===== src/rtl/eth_mac_tx_framer.sv =====
// Ethernet MAC transmit framer: AXI-Stream bytes in, GMII bytes out with preamble, SFD, FCS and IFG.
// Build option TX_PAD_EN: zero-pad frames shorter than MIN_FRAME_BYTES before the FCS.
//
// state    | meaning
// IDLE     | waiting for tvalid; CRC and byte count re-armed
// PREAMBLE | 0x55 on the wire, 7 cycles
// SFD      | 0xD5 on the wire, first payload byte accepted
// DATA     | payload bytes accepted and forwarded
// PAD      | zero fill up to MIN_FRAME_BYTES
// FCS      | ~crc sent LSB first, 4 bytes
// DROP     | underrun recovery, swallow input up to tlast
// IFG      | inter-frame gap, tx_en low
module eth_mac_tx_framer #(
    parameter int IFG_BYTES       = 12,
    parameter int MIN_FRAME_BYTES = 60
) (
    input  logic       i_clk,
    input  logic       i_reset_n,
    input  logic [7:0] s_tx_axis_tdata,
    input  logic       s_tx_axis_tvalid,
    input  logic       s_tx_axis_tlast,
    input  logic       s_tx_axis_tuser,
    output logic       s_tx_axis_tready,
    output logic [7:0] o_gmii_txd,
    output logic       o_gmii_tx_en,
    output logic       o_gmii_tx_er,
    output logic       o_busy,
    output logic       o_frame_done
);

`ifdef TX_PAD_EN
    localparam bit PAD_ON = 1'b1;
`else
    localparam bit PAD_ON = 1'b0;
`endif

    localparam logic [7:0]  IFG_LOAD = 8'(IFG_BYTES);
    localparam logic [15:0] MIN_LEN  = 16'(MIN_FRAME_BYTES);

    typedef enum logic [2:0] {
        S_IDLE, S_PREAMBLE, S_SFD, S_DATA, S_PAD, S_FCS, S_DROP, S_IFG
    } state_t;

    state_t      state_q, state_d;
    logic [7:0]  cnt_q, cnt_d;
    logic [31:0] crc_q, crc_d;
    logic [15:0] byte_cnt_q, byte_cnt_d;
    logic [7:0]  txd_q, txd_d;
    logic        tx_en_q, tx_en_d;
    logic        tx_er_q, tx_er_d;
    logic        tready_q, tready_d;
    logic        busy_q, busy_d;
    logic        frame_done_q, frame_done_d;

    logic [15:0] byte_inc;
    logic [31:0] fcs;
    logic        accept;

    function automatic logic [31:0] crc_next(input logic [31:0] crc, input logic [7:0] data);
        logic [31:0] c;
        c = crc ^ {24'h0, data};
        for (int i = 0; i < 8; i++) begin
            c = c[0] ? ((c >> 1) ^ 32'hEDB88320) : (c >> 1);
        end
        return c;
    endfunction

    assign byte_inc = (byte_cnt_q == 16'hFFFF) ? byte_cnt_q : byte_cnt_q + 16'd1;
    assign fcs      = ~crc_q;
    assign accept   = s_tx_axis_tvalid & tready_q;

    always_comb begin
        state_d      = state_q;
        cnt_d        = cnt_q;
        crc_d        = crc_q;
        byte_cnt_d   = byte_cnt_q;
        txd_d        = 8'h00;
        tx_en_d      = 1'b0;
        tx_er_d      = 1'b0;
        tready_d     = 1'b0;
        frame_done_d = 1'b0;

        case (state_q)
            S_IDLE: begin
                crc_d      = 32'hFFFFFFFF;
                byte_cnt_d = 16'd0;
                if (s_tx_axis_tvalid) begin
                    state_d = S_PREAMBLE;
                    cnt_d   = 8'd6;
                    txd_d   = 8'h55;
                    tx_en_d = 1'b1;
                end
            end
            S_PREAMBLE: begin
                tx_en_d = 1'b1;
                if (cnt_q == 8'd0) begin
                    state_d  = S_SFD;
                    txd_d    = 8'hD5;
                    tready_d = 1'b1;
                end else begin
                    cnt_d = cnt_q - 8'd1;
                    txd_d = 8'h55;
                end
            end
            S_SFD, S_DATA: begin
                tx_en_d = 1'b1;
                if (accept) begin
                    txd_d      = s_tx_axis_tdata;
                    crc_d      = crc_next(crc_q, s_tx_axis_tdata);
                    byte_cnt_d = byte_inc;
                    if (s_tx_axis_tlast) begin
                        if (s_tx_axis_tuser) begin
                            tx_er_d      = 1'b1;
                            frame_done_d = 1'b1;
                            state_d      = S_IFG;
                            cnt_d        = IFG_LOAD;
                        end else if (PAD_ON && (byte_inc < MIN_LEN)) begin
                            state_d = S_PAD;
                        end else begin
                            state_d = S_FCS;
                            cnt_d   = 8'd3;
                        end
                    end else begin
                        state_d  = S_DATA;
                        tready_d = 1'b1;
                    end
                end else begin
                    // Underrun: poison the frame on the wire, then recover in DROP.
                    tx_er_d  = 1'b1;
                    state_d  = S_DROP;
                    tready_d = 1'b1;
                end
            end
            S_PAD: begin
                tx_en_d    = 1'b1;
                crc_d      = crc_next(crc_q, 8'h00);
                byte_cnt_d = byte_inc;
                if (byte_inc >= MIN_LEN) begin
                    state_d = S_FCS;
                    cnt_d   = 8'd3;
                end
            end
            S_FCS: begin
                tx_en_d = 1'b1;
                case (cnt_q[1:0])
                    2'd3:    txd_d = fcs[7:0];
                    2'd2:    txd_d = fcs[15:8];
                    2'd1:    txd_d = fcs[23:16];
                    default: txd_d = fcs[31:24];
                endcase
                if (cnt_q == 8'd0) begin
                    frame_done_d = 1'b1;
                    state_d      = S_IFG;
                    cnt_d        = IFG_LOAD;
                end else begin
                    cnt_d = cnt_q - 8'd1;
                end
            end
            S_DROP: begin
                if (accept && s_tx_axis_tlast) begin
                    state_d = S_IFG;
                    cnt_d   = IFG_LOAD;
                end else begin
                    tready_d = 1'b1;
                end
            end
            S_IFG: begin
                // First IFG cycle still shows the final byte, so the wire sees IFG_BYTES idle cycles here.
                if (cnt_q == 8'd0) begin
                    state_d = S_IDLE;
                end else begin
                    cnt_d = cnt_q - 8'd1;
                end
            end
            default: state_d = S_IDLE;
        endcase

        busy_d = (state_d != S_IDLE);
    end

    always_ff @(posedge i_clk or negedge i_reset_n) begin
        if (!i_reset_n) begin
            state_q      <= S_IDLE;
            cnt_q        <= 8'd0;
            crc_q        <= 32'hFFFFFFFF;
            byte_cnt_q   <= 16'd0;
            txd_q        <= 8'h00;
            tx_en_q      <= 1'b0;
            tx_er_q      <= 1'b0;
            tready_q     <= 1'b0;
            busy_q       <= 1'b0;
            frame_done_q <= 1'b0;
        end else begin
            state_q      <= state_d;
            cnt_q        <= cnt_d;
            crc_q        <= crc_d;
            byte_cnt_q   <= byte_cnt_d;
            txd_q        <= txd_d;
            tx_en_q      <= tx_en_d;
            tx_er_q      <= tx_er_d;
            tready_q     <= tready_d;
            busy_q       <= busy_d;
            frame_done_q <= frame_done_d;
        end
    end

    assign s_tx_axis_tready = tready_q;
    assign o_gmii_txd       = txd_q;
    assign o_gmii_tx_en     = tx_en_q;
    assign o_gmii_tx_er     = tx_er_q;
    assign o_busy           = busy_q;
    assign o_frame_done     = frame_done_q;

endmodule


===== config.mk =====
export PLATFORM = sky130hd
export DESIGN_NAME = eth_mac_tx_framer
export DESIGN_NICKNAME = d
export VERILOG_FILES = /design/src/rtl/eth_mac_tx_framer.sv
export SDC_FILE = /design/constraint.sdc
export NUM_CORES = 1
export LEC_CHECK = 0
export ABC_AREA = 1
export BUFFER_PORTS_ARGS = -buffer_cell sky130_fd_sc_hd__buf_2
export CORE_MARGIN = 2
export CORE_UTILIZATION = 40
export DETAILED_ROUTE_END_ITERATION = 10
export HOLD_SLACK_MARGIN = 0.02
export PLACE_DENSITY_LB_ADDON = 0.05
export SLEW_MARGIN = 15
export SYNTH_ARGS = -nofsm -noshare
export SYNTH_HDL_FRONTEND = slang
export SYNTH_SLANG_ARGS = --single-unit
export TNS_END_PERCENT = 1

===== constraint.sdc =====
create_clock -name i_clk -period 3.9 [get_ports i_clk]
set_input_delay 0.78 -clock i_clk [delete_from_list [all_inputs] [get_ports i_clk]]
set_output_delay 0.78 -clock i_clk [all_outputs]
set_load 0.05 [all_outputs]

* Word-level counts from Yosys, hierarchy flattened
Index checks and enable logic that the tools add are counted.
Word-level totals: output and inout port bits 13, logic and storage cells 117, flip-flop bits (word level) 72, bits of input ports 13
Operators by class: mux-type cells 58, bitwise operators 19, add/sub/neg operators 2, reduce and logical (&&, ||, !) cells 10, order comparisons 1, equal/unequal tests 17
Operator list (count):
- $mux W32 | 17
- $not A13 Y14 | 16
- $pmux W32 S3 | 1
- $mux W8 | 9
- $pmux W16 S3 | 1
- $pmux W8 S6 | 1
- $mux W16 | 2
- $not A32 Y32 | 1
- $pmux W8 S4 | 1
- $xor A32 B8 Y32 | 1
- $mux W3 | 8
- $pmux W8 S3 | 1
- $pmux W3 S7 | 1
- $add A16 B1 Y16 const B | 1
- $eq A16 B16 Y1 const B | 1
- $ge A16 B6 Y1 const B | 1
- $eq A3 B3 Y1 const B | 4
- $ne A2 B2 Y1 const B | 6
- $mux W1 | 10
- $logic_not A8 Y1 | 1
- $sub A8 B1 Y8 const B | 1
- $mux W7 | 1
- $eq A3 B2 Y1 const B | 2
- $reduce_and A6 Y1 | 1
- other kinds (14) | 18

* Longest topological paths before layout
Gate-level depths: netlist of run 1.
depth after elaboration 19, gate-level depth with buffers 15, gate-level depth less buffers 15

* Worst setup path before layout of run 1
OpenSTA, ideal clock, no wires.
path type input to register, start in s_tx_axis_tdata[0], end reg crc_q[19], data arrival time 1.913 ns, setup slack 1.914 ns, stages 12, setup time 0.073 ns, path buffers 0, required time 3.827 ns, cell sequence inv_1 -> nand2_1 -> nand2_2 -> nand2_1 -> nand2_2 -> xor2_4 -> inv_2 -> nand2_1 -> nand2_1 -> nand2_1 -> nand3_1 -> a21oi_1
On the way: cells in the longest elaborated chain, start to end 16
Ends and longest elaborated chain:
- start: declaration | RTL line 19 | input logic [7:0] s_tx_axis_tdata,
- $xor A32 B8 Y32 * | RTL line 61 | c = crc ^ {24'h0, data};
- $mux W32 * (2 in series) | RTL line 63 | c = c[0] ? ((c >> 1) ^ 32'hEDB88320) : (c >> 1);
- $not A13 Y14 (no source line)
- $mux W32 * | RTL line 63
- $not A13 Y14 (no source line)
- $mux W32 * (2 in series) | RTL line 63
- $not A13 Y14 (no source line)
- $mux W32 * | RTL line 63
- $not A13 Y14 (no source line)
- $mux W32 * | RTL line 63
- $not A13 Y14 (no source line)
- $mux W32 * | RTL line 63
- $mux W32 * | RTL line 107 | if (accept) begin
- $pmux W32 S3 * | RTL line 83 | case (state_q)
- end signal: assignment | RTL line 196 | crc_q <= crc_d;
- end: declaration | RTL line 46 | logic [31:0] crc_q, crc_d;
Mark *: on every way between the ends. The rest lies on a longest branch, timed or not. The select of a mux whose other input is x is not followed. A chain may end at the register's enable or synchronous reset.

* Worst setup path after layout of run 1
start reg state_q[1], end reg crc_q[15]
On the way: cells in the longest elaborated chain, start to end 4, elaborated cells on any way between the ends 9, classes of those cells eq/ne (4); mux (1); reduce/logical (4)
Ends and longest elaborated chain:
- start: declaration | RTL line 44 | state_t state_q, state_d;
- start signal: assignment | RTL line 194 | state_q <= state_d;
- $eq A3 B2 Y1 | RTL line 83
- $reduce_or A2 Y1 | RTL line 83
- $ne A2 B2 Y1 (no source line) or $reduce_bool A3 Y1 (tied branches)
- $reduce_and A2 Y1 (no source line)
Several ways; a longest one is shown, not always the timed one.

==> metrics, run 1 <==
CTS Buffer Depth=2; vias per cell=5.420; starting density of the core=0.4119; clk_lat worst skew=0.35 ns; Post-CTS Setup Bufs=0; layout cell share with drive strength beyond 1=0.1800; setup violators final=0; synthesis-stage register bit count=72; Worst Setup Start Kind=flop; largest net degree at the start of global routing=73; drt pass-1 iters=5; Synth Flop Type=dfrtp_1; Routed WL=18,360 um; Distinct cells, synth=50; DRC=0; Seq/Total Area, Yosys=0.3065; Layout area overhead=9.515%; status=finished, final reports clean; CP Max Fanout=31; DR top layer=met4; TNS Setup=0 ns; fin crit period=2.576 ns; Worst setup EP type=flop; metal3 WL=1083 um; nets@finish=841; RSZ-0062 raised after global routing=false; Sink Count=72; CP Class=reg2reg; Final Hold Fails=0; grt ovf=0; worst clock skew=0.005958 ns; met2 wire len=8214 um; Worst-Margin Slew=0.9073 ns; Mapped Area=approximately 6000 um2; Final ANT Viol Nets=0; Root Buffer=clkbuf_16; Worst EP arrival=2.83 ns; initial antenna violation count=0; Site Rows=44; Hold Buf Count CTS=0; DIE AREA=16,020 um2; yosys warns=0; number of synthesized flops with an enable pin=0; first-pass GRT wire length=between 20,000 and 30,000 um; ys async rst share=1.000; Via Count=5,485; Worst-path clk slew=around 0.060 ns; fmax=388.2 MHz; GRT Util Overall=0.2355; Metal-1 WL=between 8000 and 9000 um; GPL Wtd Cong=0.8758; diode count=0; Max-Cap Viols=0; IO Port Bufs=25; Avg Synthesized Cell Area=roughly 7.4 um2; H-tree levels=3; Boundary Pins=26; drt initial violations=457; Slew HR=0.3951; Syn Nets=826; dpl hpwl=~13,000 um; CTS tree=done; Critical Path RT=4.16 ns; Hold WC Path Type=reg2reg; max-slew violation count=0; Core ar.=14,590 um2; Mapped Cells=808; Die X=between 100 and 150 um; DIE HEIGHT=126.6 um; # resized after CTS=0; CTS buffer count=9; vias in the first global route=5,238; Tcrit/Tclk final=0.6606; DR WL/cell=18.14 um
-- stage by stage --
stage                     instances  setup slack (ns)  area [um2]  utilization  hold WS, ns
after floorplan                 808             1.914        6010            -       0.4642
after global placement          996             1.322        6267       0.4296       0.4914
after detailed placement        996             1.312        6267       0.4296       0.4956
after CTS                      1012             1.377        6581       0.4511       0.5101
after global routing           1012             1.091        6581       0.4511       0.5392
final                          1012             1.324        6581       0.4511       0.5058
-- routing by layer --
metal  global-route usage  vias up
li1                     -     2648
met1               0.3394     2604
met2               0.3614      196
met3              0.02741       37
met4              0.09179        0
met5                    0        -
-- sequential cells by signal (all words and copies together), names as in the netlist --
register / count
o_busy: 1
o_gmii_txd: 8
state_q: 3
o_frame_done: 1
s_tx_axis_tready: 1
cnt_q: 8
crc_q: 32
o_gmii_tx_en: 1
o_gmii_tx_er: 1
byte_cnt_q: 16
-- logic make-up after synthesis --
kind of cell / share of synthesized area
AND/OR/NAND/NOR: 0.2786
XOR/XNOR: 0.1780
flip-flops: 0.3065
AO/OA/AOI/OAI: 0.1428
adder cells (fa/ha/maj): 0.01041
buffers and inverters: 0.08370
-- final cells by class --
cell class	instances	area, um2
clock inverter	5	81.33
clock buffer	11	232.7
sequential	72	1842
inverter	98	367.9
timing repair buffer	29	157.7
tap	184	230.2
fill	1467	8008
multi-input combinational	613	3670
-- worst max-delay path: stages (launching register included) --
cell and delay, ns:
dfrtp_1 0.43, nor2_1 0.17, inv_1 0.12, nor2_2 0.09, buf_4 0.36, nor2_1 0.09, buf_4 0.22, inv_2 0.48
o21ai_0 0.18, inv_1 0.11, nand2_1 0.05, o21ai_0 0.09, a22oi_1 0.09
-- worst paths after layout --
| path | end | from | cells after the start | slack (ns) |
|---|---|---|---|---|
| hold reg to reg | cnt_q[5] | cnt_q[5] | 2 | 0.51 |
| setup reg to reg | crc_q[15] | state_q[1] | 12 | 1.32 |
| setup / recovery | crc_q[15] | state_q[1] | 12 | 1.32 |
| min in group asynchronous | byte_cnt_q[8] | i_reset_n | 1 | 0.57 |
| max in group asynchronous | o_gmii_txd[5] | i_reset_n | 1 | 2.75 |
| hold / removal | cnt_q[5] | cnt_q[5] | 2 | 0.51 |
-- cells in the mapped netlist, types with 7 or more instances --
| cell type | instances | area share |
|---|---|---|
| inv_2 | 15 | 0.0094 |
| a22oi_1 | 8 | 0.010 |
| o21ai_0 | 50 | 0.042 |
| nand2_1 | 179 | 0.11 |
| a21oi_1 | 36 | 0.030 |
| nor2_1 | 74 | 0.046 |
| nand3_1 | 50 | 0.042 |
| or2_2 | 11 | 0.011 |
| a32oi_1 | 9 | 0.013 |
| dfrtp_1 | 40 | 0.17 |
| a31oi_1 | 7 | 0.0073 |
| o22ai_1 | 12 | 0.012 |
| xor2_1 | 69 | 0.10 |
| inv_1 | 82 | 0.051 |
| nand2_2 | 10 | 0.010 |
| xnor2_1 | 20 | 0.029 |
| nand4_1 | 8 | 0.0083 |
| dfstp_2 | 32 | 0.14 |
| buf_2 | 12 | 0.010 |
-- placed cells by master, fill, tap and decap left out, types with 9 or more instances in the layout --
| cell | netlist | layout |
|---|---|---|
| a21oi_1 | 36 | 36 |
| a32oi_1 | 9 | 9 |
| buf_2 | 12 | 24 |
| clkbuf_16 | 0 | 9 |
| dfrtp_1 | 40 | 40 |
| dfstp_2 | 32 | 32 |
| inv_1 | 82 | 82 |
| inv_2 | 15 | 15 |
| nand2_1 | 179 | 179 |
| nand2_2 | 10 | 10 |
| nand3_1 | 50 | 50 |
| nor2_1 | 74 | 72 |
| o21ai_0 | 50 | 50 |
| o22ai_1 | 12 | 12 |
| or2_2 | 11 | 11 |
| xnor2_1 | 20 | 20 |
| xor2_1 | 69 | 69 |
Power of run 1 is left out: the tool's default activity adds up to more than one toggle a clock period on the data nets, which glitch-free logic cannot reach.
==> run 2: changes to the inputs <==
==> constraint.sdc (replaced) <==
create_clock -name i_clk -period 2.44 [get_ports i_clk]
set_input_delay 0.488 -clock i_clk [delete_from_list [all_inputs] [get_ports i_clk]]
set_output_delay 0.488 -clock i_clk [all_outputs]
set_load 0.05 [all_outputs]
==> run 2 against run 1 <==
Compared with the run above:
- global-route usage rose by 1.0 points
- cell count increased by 1.8%
- maximum frequency is 17% higher
- setup slack worse by 1.1 ns
- core utilization increased by 0.97 points
- critical path type unchanged
==> metrics, run 2 (same netlist as run 1, synthesis figures left out) <==
status=finished, final reports clean (unchanged); nets@finish=859 (was 841); Hold Buf Count CTS=0 (unchanged); RSZ-0062 raised after global routing=false (unchanged); Via Count=5,638 (was 5,485); Sink Count=72 (unchanged); vias per cell=5.474 (was 5.420); starting density of the core=0.4119 (unchanged); IO Port Bufs=25 (unchanged); Core ar.=14,590 um2 (unchanged); Worst-path clk slew=0.06 ns (about the same); CP max stage delay=0.42 ns (was 0.48 ns); max-slew violation count=0 (unchanged); first-pass GRT wire length=30,560 um (was 29,260 um); Final Hold Fails=0 (unchanged); Routed WL=19,300 um (was 18,360 um); dpl hpwl=14,000 um (was 13,260 um); Tcrit/Tclk final=0.9025 (was 0.6606); r2r setup slk=0.24 ns (was 1.32 ns); initial antenna violation count=0 (unchanged); Die X=126.6 um (unchanged); biggest regs=crc_q: 32 flops, byte_cnt_q: 16 flops (unchanged); cell depth of the worst flop-to-flop path=13 (was 12); worst clock skew=0.008690 ns (was 0.005958 ns); GRT Util Overall=0.2459 (was 0.2355); commonest non-fill, non-tap cells in the layout=nand2_1, inv_1, nor2_1 (unchanged); drt initial violations=494 (was 457); DR WL/cell=18.73 um (was 18.14 um); fin area=6723 um2 (was 6581 um2); CP max-delay cell=dfrtp_1 (was inv_2); Site Rows=44 (unchanged); Boundary Pins=26 (unchanged); Layout area overhead=11.87% (was 9.515%); TNS Setup=0 ns (unchanged); Reg with most FFs=crc_q (unchanged); layout cell share with drive strength beyond 1=0.1998 (was 0.1800); CP Class=reg2reg (unchanged); Worst Setup Start Kind=flop (unchanged); CTS buffer count=9 (unchanged); Critical Path, Cell by Cell=ha_1 > nand3_1 > inv_2 > nand2_2 > nor2_4 > buf_4 > a21oi_1 > nor2_2 > nor2_2 > nand4_4 > nand2_4 > nand2_1 > nand2_1 (was nor2_1 > inv_1 > nor2_2 > buf_4 > nor2_1 > buf_4 > inv_2 > o21ai_0 > inv_1 > nand2_1 > o21ai_0 > a22oi_1); Worst EP arrival=2.49 ns (was 2.83 ns); DRC=0 (unchanged); diode count=0 (unchanged); DIE HEIGHT=126.6 um (unchanged); DIE AREA=16,020 um2 (unchanged); max FFs per register=32 (unchanged); Root Buffer=clkbuf_16 (unchanged); Critical Path RT=2.73 ns (was 4.16 ns); Max-Cap Viols=0 (unchanged); fmax=454.1 MHz (was 388.2 MHz); reg2reg start=byte_cnt_q[0] (was state_q[1]); Worst setup EP type=flop (unchanged); GPL Wtd Cong=0.9115 (was 0.8758); most common cell after layout, fill and taps aside=nand2_1 (unchanged); setup violators final=0 (unchanged); Slew HR=0.4711 (was 0.3951); final worst slack=0.2378 ns (was 1.324 ns); Final ANT Viol Nets=0 (unchanged); Critical R2R Capture=cnt_q[3] (was crc_q[15]); # fillers=1,447 (was 1,467); CP Max Fanout=9 (was 31); clk_lat worst skew=0.35 ns (about the same); drt pass-1 iters=5 (unchanged); fin crit period=2.202 ns (was 2.576 ns); Worst-Margin Slew=0.7934 ns (was 0.9073 ns); grt ovf=0 (unchanged); worst slack, placed=0.1896 ns (was 1.312 ns); CTS Buffer Depth=2 (unchanged); H-tree levels=3 (unchanged); dpl cell area=6395 um2 (was 6267 um2); largest net degree at the start of global routing=59 (was 73); CTS tree=done (unchanged); vias in the first global route=5,479 (was 5,238); Hold WC Path Type=in2async (was reg2reg)
[run 2: worst max-delay path: cells and delay by family, from the launching register on]
kind / cells / cell delay, ns
flops: 1 / 0.42
buf+inv: 2 / 0.24
fa+ha+maj: 1 / 0.30
compound gates: 1 / 0.15
simple gates: 9 / 1.02
[run 2: per-stage QoR]
stage            util  cells  hold WS, ns
2_1_floorplan       -    808       0.1924
6_report       0.4608   1030       0.1829
5_1_grt        0.4608   1030       0.2869
3_3_place_gp   0.4383   1013       0.4815
4_1_cts        0.4594   1029       0.2543
3_5_place_dp   0.4383   1013       0.4939
[run 2: worst max path at each step]
stage | startpoint | endpoint | slack, ns
3_5_place_dp | cnt_q[0] | cnt_q[4] | 0.19
2_1_floorplan | cnt_q[0] | cnt_q[0] | 0.58
5_1_grt | byte_cnt_q[1] | cnt_q[4] | 0.04
3_3_place_gp | cnt_q[0] | cnt_q[1] | 0.20
6_report | byte_cnt_q[0] | cnt_q[3] | 0.24
4_1_cts | cnt_q[0] | cnt_q[4] | 0.18
[run 2: timing repair]
action                                 in CTS  in global routing
setup buffers                               0                  1
gates resized for setup                     0                  0
setup endpoints to repair                   0                  4
endpoints found under the hold margin       0                  0
[run 2: cell type report]
class	instances	area, um2	share of cell area
multi-input cells	613	3670	0.5459
flip-flops and latches	72	1842	0.2740
inverters	98	367.9	0.05472
repair buffers	47	305.3	0.04541
clock buffers	10	239.0	0.03555
well taps	184	230.2	0.03425
clock inverters	6	68.82	0.01024
[run 2: layer usage]
layer | vias to the layer above | global-route usage | wire length (um)
li1 | 2687 | - | -
met1 | 2720 | 0.3498 | 8908
met2 | 206 | 0.3888 | 8909
met3 | 25 | 0.02446 | 1091
met4 | 0 | 0.09050 | 386
met5 | - | 0 | 0
Power of run 2 is left out for the same reason.
==> run 3: changes to the inputs <==
--- a/config.mk
+++ b/config.mk
@@ -5,10 +5,11 @@
 export SDC_FILE = /design/constraint.sdc
 export NUM_CORES = 1
 export LEC_CHECK = 0
-export ABC_AREA = 1
+export ABC_AREA = 0
 export BUFFER_PORTS_ARGS = -buffer_cell sky130_fd_sc_hd__buf_2
 export CORE_MARGIN = 2
 export CORE_UTILIZATION = 40
+export CTS_CLUSTER_SIZE = 8
 export DETAILED_ROUTE_END_ITERATION = 10
 export HOLD_SLACK_MARGIN = 0.02
 export PLACE_DENSITY_LB_ADDON = 0.05
==> run 3 against run 2 <==
Compared with the run above:
- cell count is 18% lower
- final area is 6.2% lower
- routed wire length is 14% lower
- count of clock-buffer cells in the layout is 1 lower
- synthesized cell count is 23% lower
- via count is 14% lower
- hold slack worse by 0.080 ns
- register-to-register slack worse by 0.097 ns
- first-iteration DRC count is 20% lower
- setup slack worse by 0.097 ns
- flip-flop and latch count stayed put
- area after synthesis is 8.4% lower
==> metrics, run 3 <==
IO Port Bufs=25 (unchanged); max-slew violation count=0 (unchanged); Mapped Cells=626 (was 808); clock share of power=0.442; final worst slack=0.1413 ns (was 0.2378 ns); vias in the first global route=4,790 (was 5,479); Site Rows=42 (was 44); count leader, synth=xnor2_1 (was nand2_1); CP max stage delay=0.51 ns (was 0.42 ns); met2 Usage GRT=0.3567 (was 0.3888); r2r setup slk=0.14 ns (was 0.24 ns); Critical Path RT=2.67 ns (was 2.73 ns); status=finished, final reports clean (unchanged); nets@finish=682 (was 859); Distinct cells, synth=70 (was 50); Root Buffer=clkbuf_16 (unchanged); Post-CTS Setup Bufs=0 (unchanged); CP Max Fanout=6 (was 9); RSZ-0062 raised after global routing=true (was false); max FFs per register=32 (unchanged); Synth Flop Type=dfrtp_1 (unchanged); vias per cell=5.742 (was 5.474); commonest non-fill, non-tap cells in the layout=xnor2_1, nor2_1, nand2_1 (was nand2_1, inv_1, nor2_1); worst vdd ir=0.3168 mV; fin area=6304 um2 (was 6723 um2); number of synthesized flops with an enable pin=0 (unchanged); initial antenna violation count=0 (unchanged); Via Count=4,852 (was 5,638); diode count=0 (unchanged); fin crit period=2.299 ns (was 2.202 ns); CP max-delay cell=or4b_4 (was dfrtp_1); Internal Power=2055 uW; fmax=435.0 MHz (was 454.1 MHz); layout cell share with drive strength beyond 1=0.2152 (was 0.1998); Sequential Power Share=0.441; Layout area overhead=14.53% (was 11.87%); biggest regs=crc_q: 32 flops, byte_cnt_q: 16 flops (unchanged); area leader, netlist=dfrtp_1 (unchanged); Critical Path, Cell by Cell=inv_2 > ha_1 > or4b_4 > o21a_1 > maj3_2 > or2_4 > o31ai_1 > nand3_1 (was ha_1 > nand3_1 > inv_2 > nand2_2 > nor2_4 > buf_4 > a21oi_1 > nor2_2 > nor2_2 > nand4_4 > nand2_4 > nand2_1 > nand2_1); CTS tree=done (unchanged); yosys warns=0 (unchanged); met3 usage=0.03665 (was 0.02446); Hold Buf Count CTS=0 (unchanged); setup violators final=0 (unchanged); CP Class=reg2reg (unchanged); drt pass-1 iters=5 (unchanged); DR WL/cell=19.59 um (was 18.73 um); GRT Util Overall=0.2421 (was 0.2459); Routed WL=16,550 um (was 19,300 um); Worst Setup Start Kind=flop (unchanged); Reg with most FFs=crc_q (unchanged); Tcrit/Tclk final=0.9421 (was 0.9025); DIE HEIGHT=121.3 um (was 126.6 um); Final ANT Viol Nets=0 (unchanged); Die X=121.3 um (was 126.6 um); Slew HR=0.5724 (was 0.4711); # fillers=1,320 (was 1,447); Final Hold Fails=0 (unchanged); Net Sw Frac=0.2707; Boundary Pins=26 (unchanged); Max-Cap Viols=0 (unchanged); met1 demand-to-capacity share in global routing=0.3576 (was 0.3498); P_sw=762.8 uW; largest cells by area after synthesis=dfrtp_1, dfstp_2, xnor2_1 (was dfrtp_1, dfstp_2, nand2_1); starting density of the core=0.4124 (was 0.4119); synthesis-stage register bit count=72 (unchanged); Hold WC Path Type=in2async (unchanged); GPL Wtd Cong=0.8862 (was 0.9115); Synth top area share=0.1819 (was 0.1666); Pleak=0.002472 uW; Syn Nets=644 (was 826); Avg Synthesized Cell Area=8.792 um2 (was 7.438 um2); grt ovf=0 (unchanged); most common cell after layout, fill and taps aside=xnor2_1 (was nand2_1); H-tree levels=3 (unchanged); Worst EP arrival=2.52 ns (was 2.49 ns); worst slack, placed=0.1029 ns (was 0.1896 ns); clk_lat worst skew=0.35 ns (about the same); Worst-Margin Slew=0.6414 ns (was 0.7934 ns); Sink Count=72 (unchanged); Worst setup EP type=flop (unchanged); worst clock skew=0.007647 ns (was 0.008690 ns); Seq/Total Area, Yosys=0.3346 (was 0.3065); ys async rst share=1.000 (unchanged); DIE AREA=14,710 um2 (was 16,020 um2); largest net degree at the start of global routing=38 (was 59); DRC=0 (unchanged); combinational share of power=0.117; Cell Pwr Density=447.0 nW/um2; first-pass GRT wire length=27,210 um (was 30,560 um); CTS Buffer Depth=2 (unchanged); dpl hpwl=12,050 um (was 14,000 um); Core ar.=13,350 um2 (was 14,590 um2); Mapped Area=5504 um2 (was 6010 um2); CTS buffer count=9 (unchanged); drt initial violations=396 (was 494); most frequent cells after synthesis=xnor2_1, nor2_1, nand2_1, o21ai_0, a21oi_1 (was nand2_1, inv_1, nor2_1, xor2_1); Worst-path clk slew=0.06 ns (about the same); dpl cell area=6016 um2 (was 6395 um2); GR peak layer=met1 (was met2)
==> run 3: changes by cell type after synthesis, moves of 21 or more <==
| cell | change |
|---|---|
| nand3_1 | -35 |
| clkbuf_1 | +21 |
| xnor2_1 | +60 |
| nand2_1 | -130 |
| inv_1 | -69 |
| xor2_1 | -35 |
==> run 3: critical path, delay by kind of cell, from the launching register on <==
family / cells / cell delay, ns
DFF: 1 / 0.43
buffers and inverters: 1 / 0.08
adders and majority gates: 2 / 0.51
and+or+nand+nor: 3 / 0.86
AOI/OAI and AO/OA: 2 / 0.28
==> run 3: worst paths after layout <==
check / endpoint / from / depth (start not counted)
min in group i_clk: crc_q[9] / s_tx_axis_tdata[7] / 2
max in group asynchronous: crc_q[23] / i_reset_n / 2
worst min-delay path: byte_cnt_q[9] / i_reset_n / 1
worst max-delay path: cnt_q[2] / cnt_q[1] / 8
worst min register to register: crc_q[29] / crc_q[29] / 2
worst max register to register: cnt_q[2] / cnt_q[1] / 8
==> run 3: kinds of logic (layout without fill, tap and decap cells) <==
family	after synthesis	after routing	synth area share
simple gates	178	178	0.1555
compound gates	186	186	0.2164
xor+xnor	126	126	0.2296
flops	72	72	0.3346
buf+inv	54	97	0.04296
mux	4	4	0.007502
fa+ha+maj	6	6	0.01341
==> run 3: layer usage <==
layer	share of wire	vias to the layer above	wire length, um
met5	0	-	0
met3	0.062	30	1021
li1	-	2288	-
met1	0.48	2365	7936
met4	0.021	0	340
met2	0.44	169	7255
==> run 3: layout make-up <==
cell class / instances / area [um2] / share of cell area
Multi-Input combinational cell: 500 / 3445 / 0.5464
Sequential cell: 72 / 1842 / 0.2922
Timing Repair Buffer: 68 / 475.5 / 0.07543
Clock buffer: 9 / 225.2 / 0.03573
Tap cell: 176 / 220.2 / 0.03493
Inverter: 13 / 48.80 / 0.007741
Clock inverter: 7 / 47.55 / 0.007543
==> run 3: power groups by stage <==
| stage | Clock [uW] | Combinational (uW) | Sequential (uW) |
|---|---|---|---|
| detailed placement | 0 | 329 | 1260 |
| CTS | 1280 | 330 | 1240 |
| finish | 1240 | 330 | 1240 |
| global route | 1330 | 361 | 1240 |
| floorplan | 0 | 216 | 1270 |
| global placement | 0 | 326 | 1260 |
==> run 3: metrics by stage <==
step / setup TNS (ns) / total power [uW] / utilization / hold WS (ns) / instances
2_1_floorplan: 0 / 1485 / - / 0.1924 / 626
3_3_place_gp: 0 / 1587 / 0.4507 / 0.4852 / 829
3_5_place_dp: 0 / 1591 / 0.4507 / 0.4932 / 829
4_1_cts: 0 / 2851 / 0.4711 / 0.1258 / 845
5_1_grt: -0.06541 / 2939 / 0.4723 / 0.1446 / 845
6_report: 0 / 2818 / 0.4723 / 0.1032 / 845
==> run 3: repair_timing <==
action | in CTS | in global routing
setup endpoints to repair | 0 | 8
endpoints found under the hold margin | 0 | 0
gates resized for setup | 0 | 5
(Power assumes the default switching activity.)
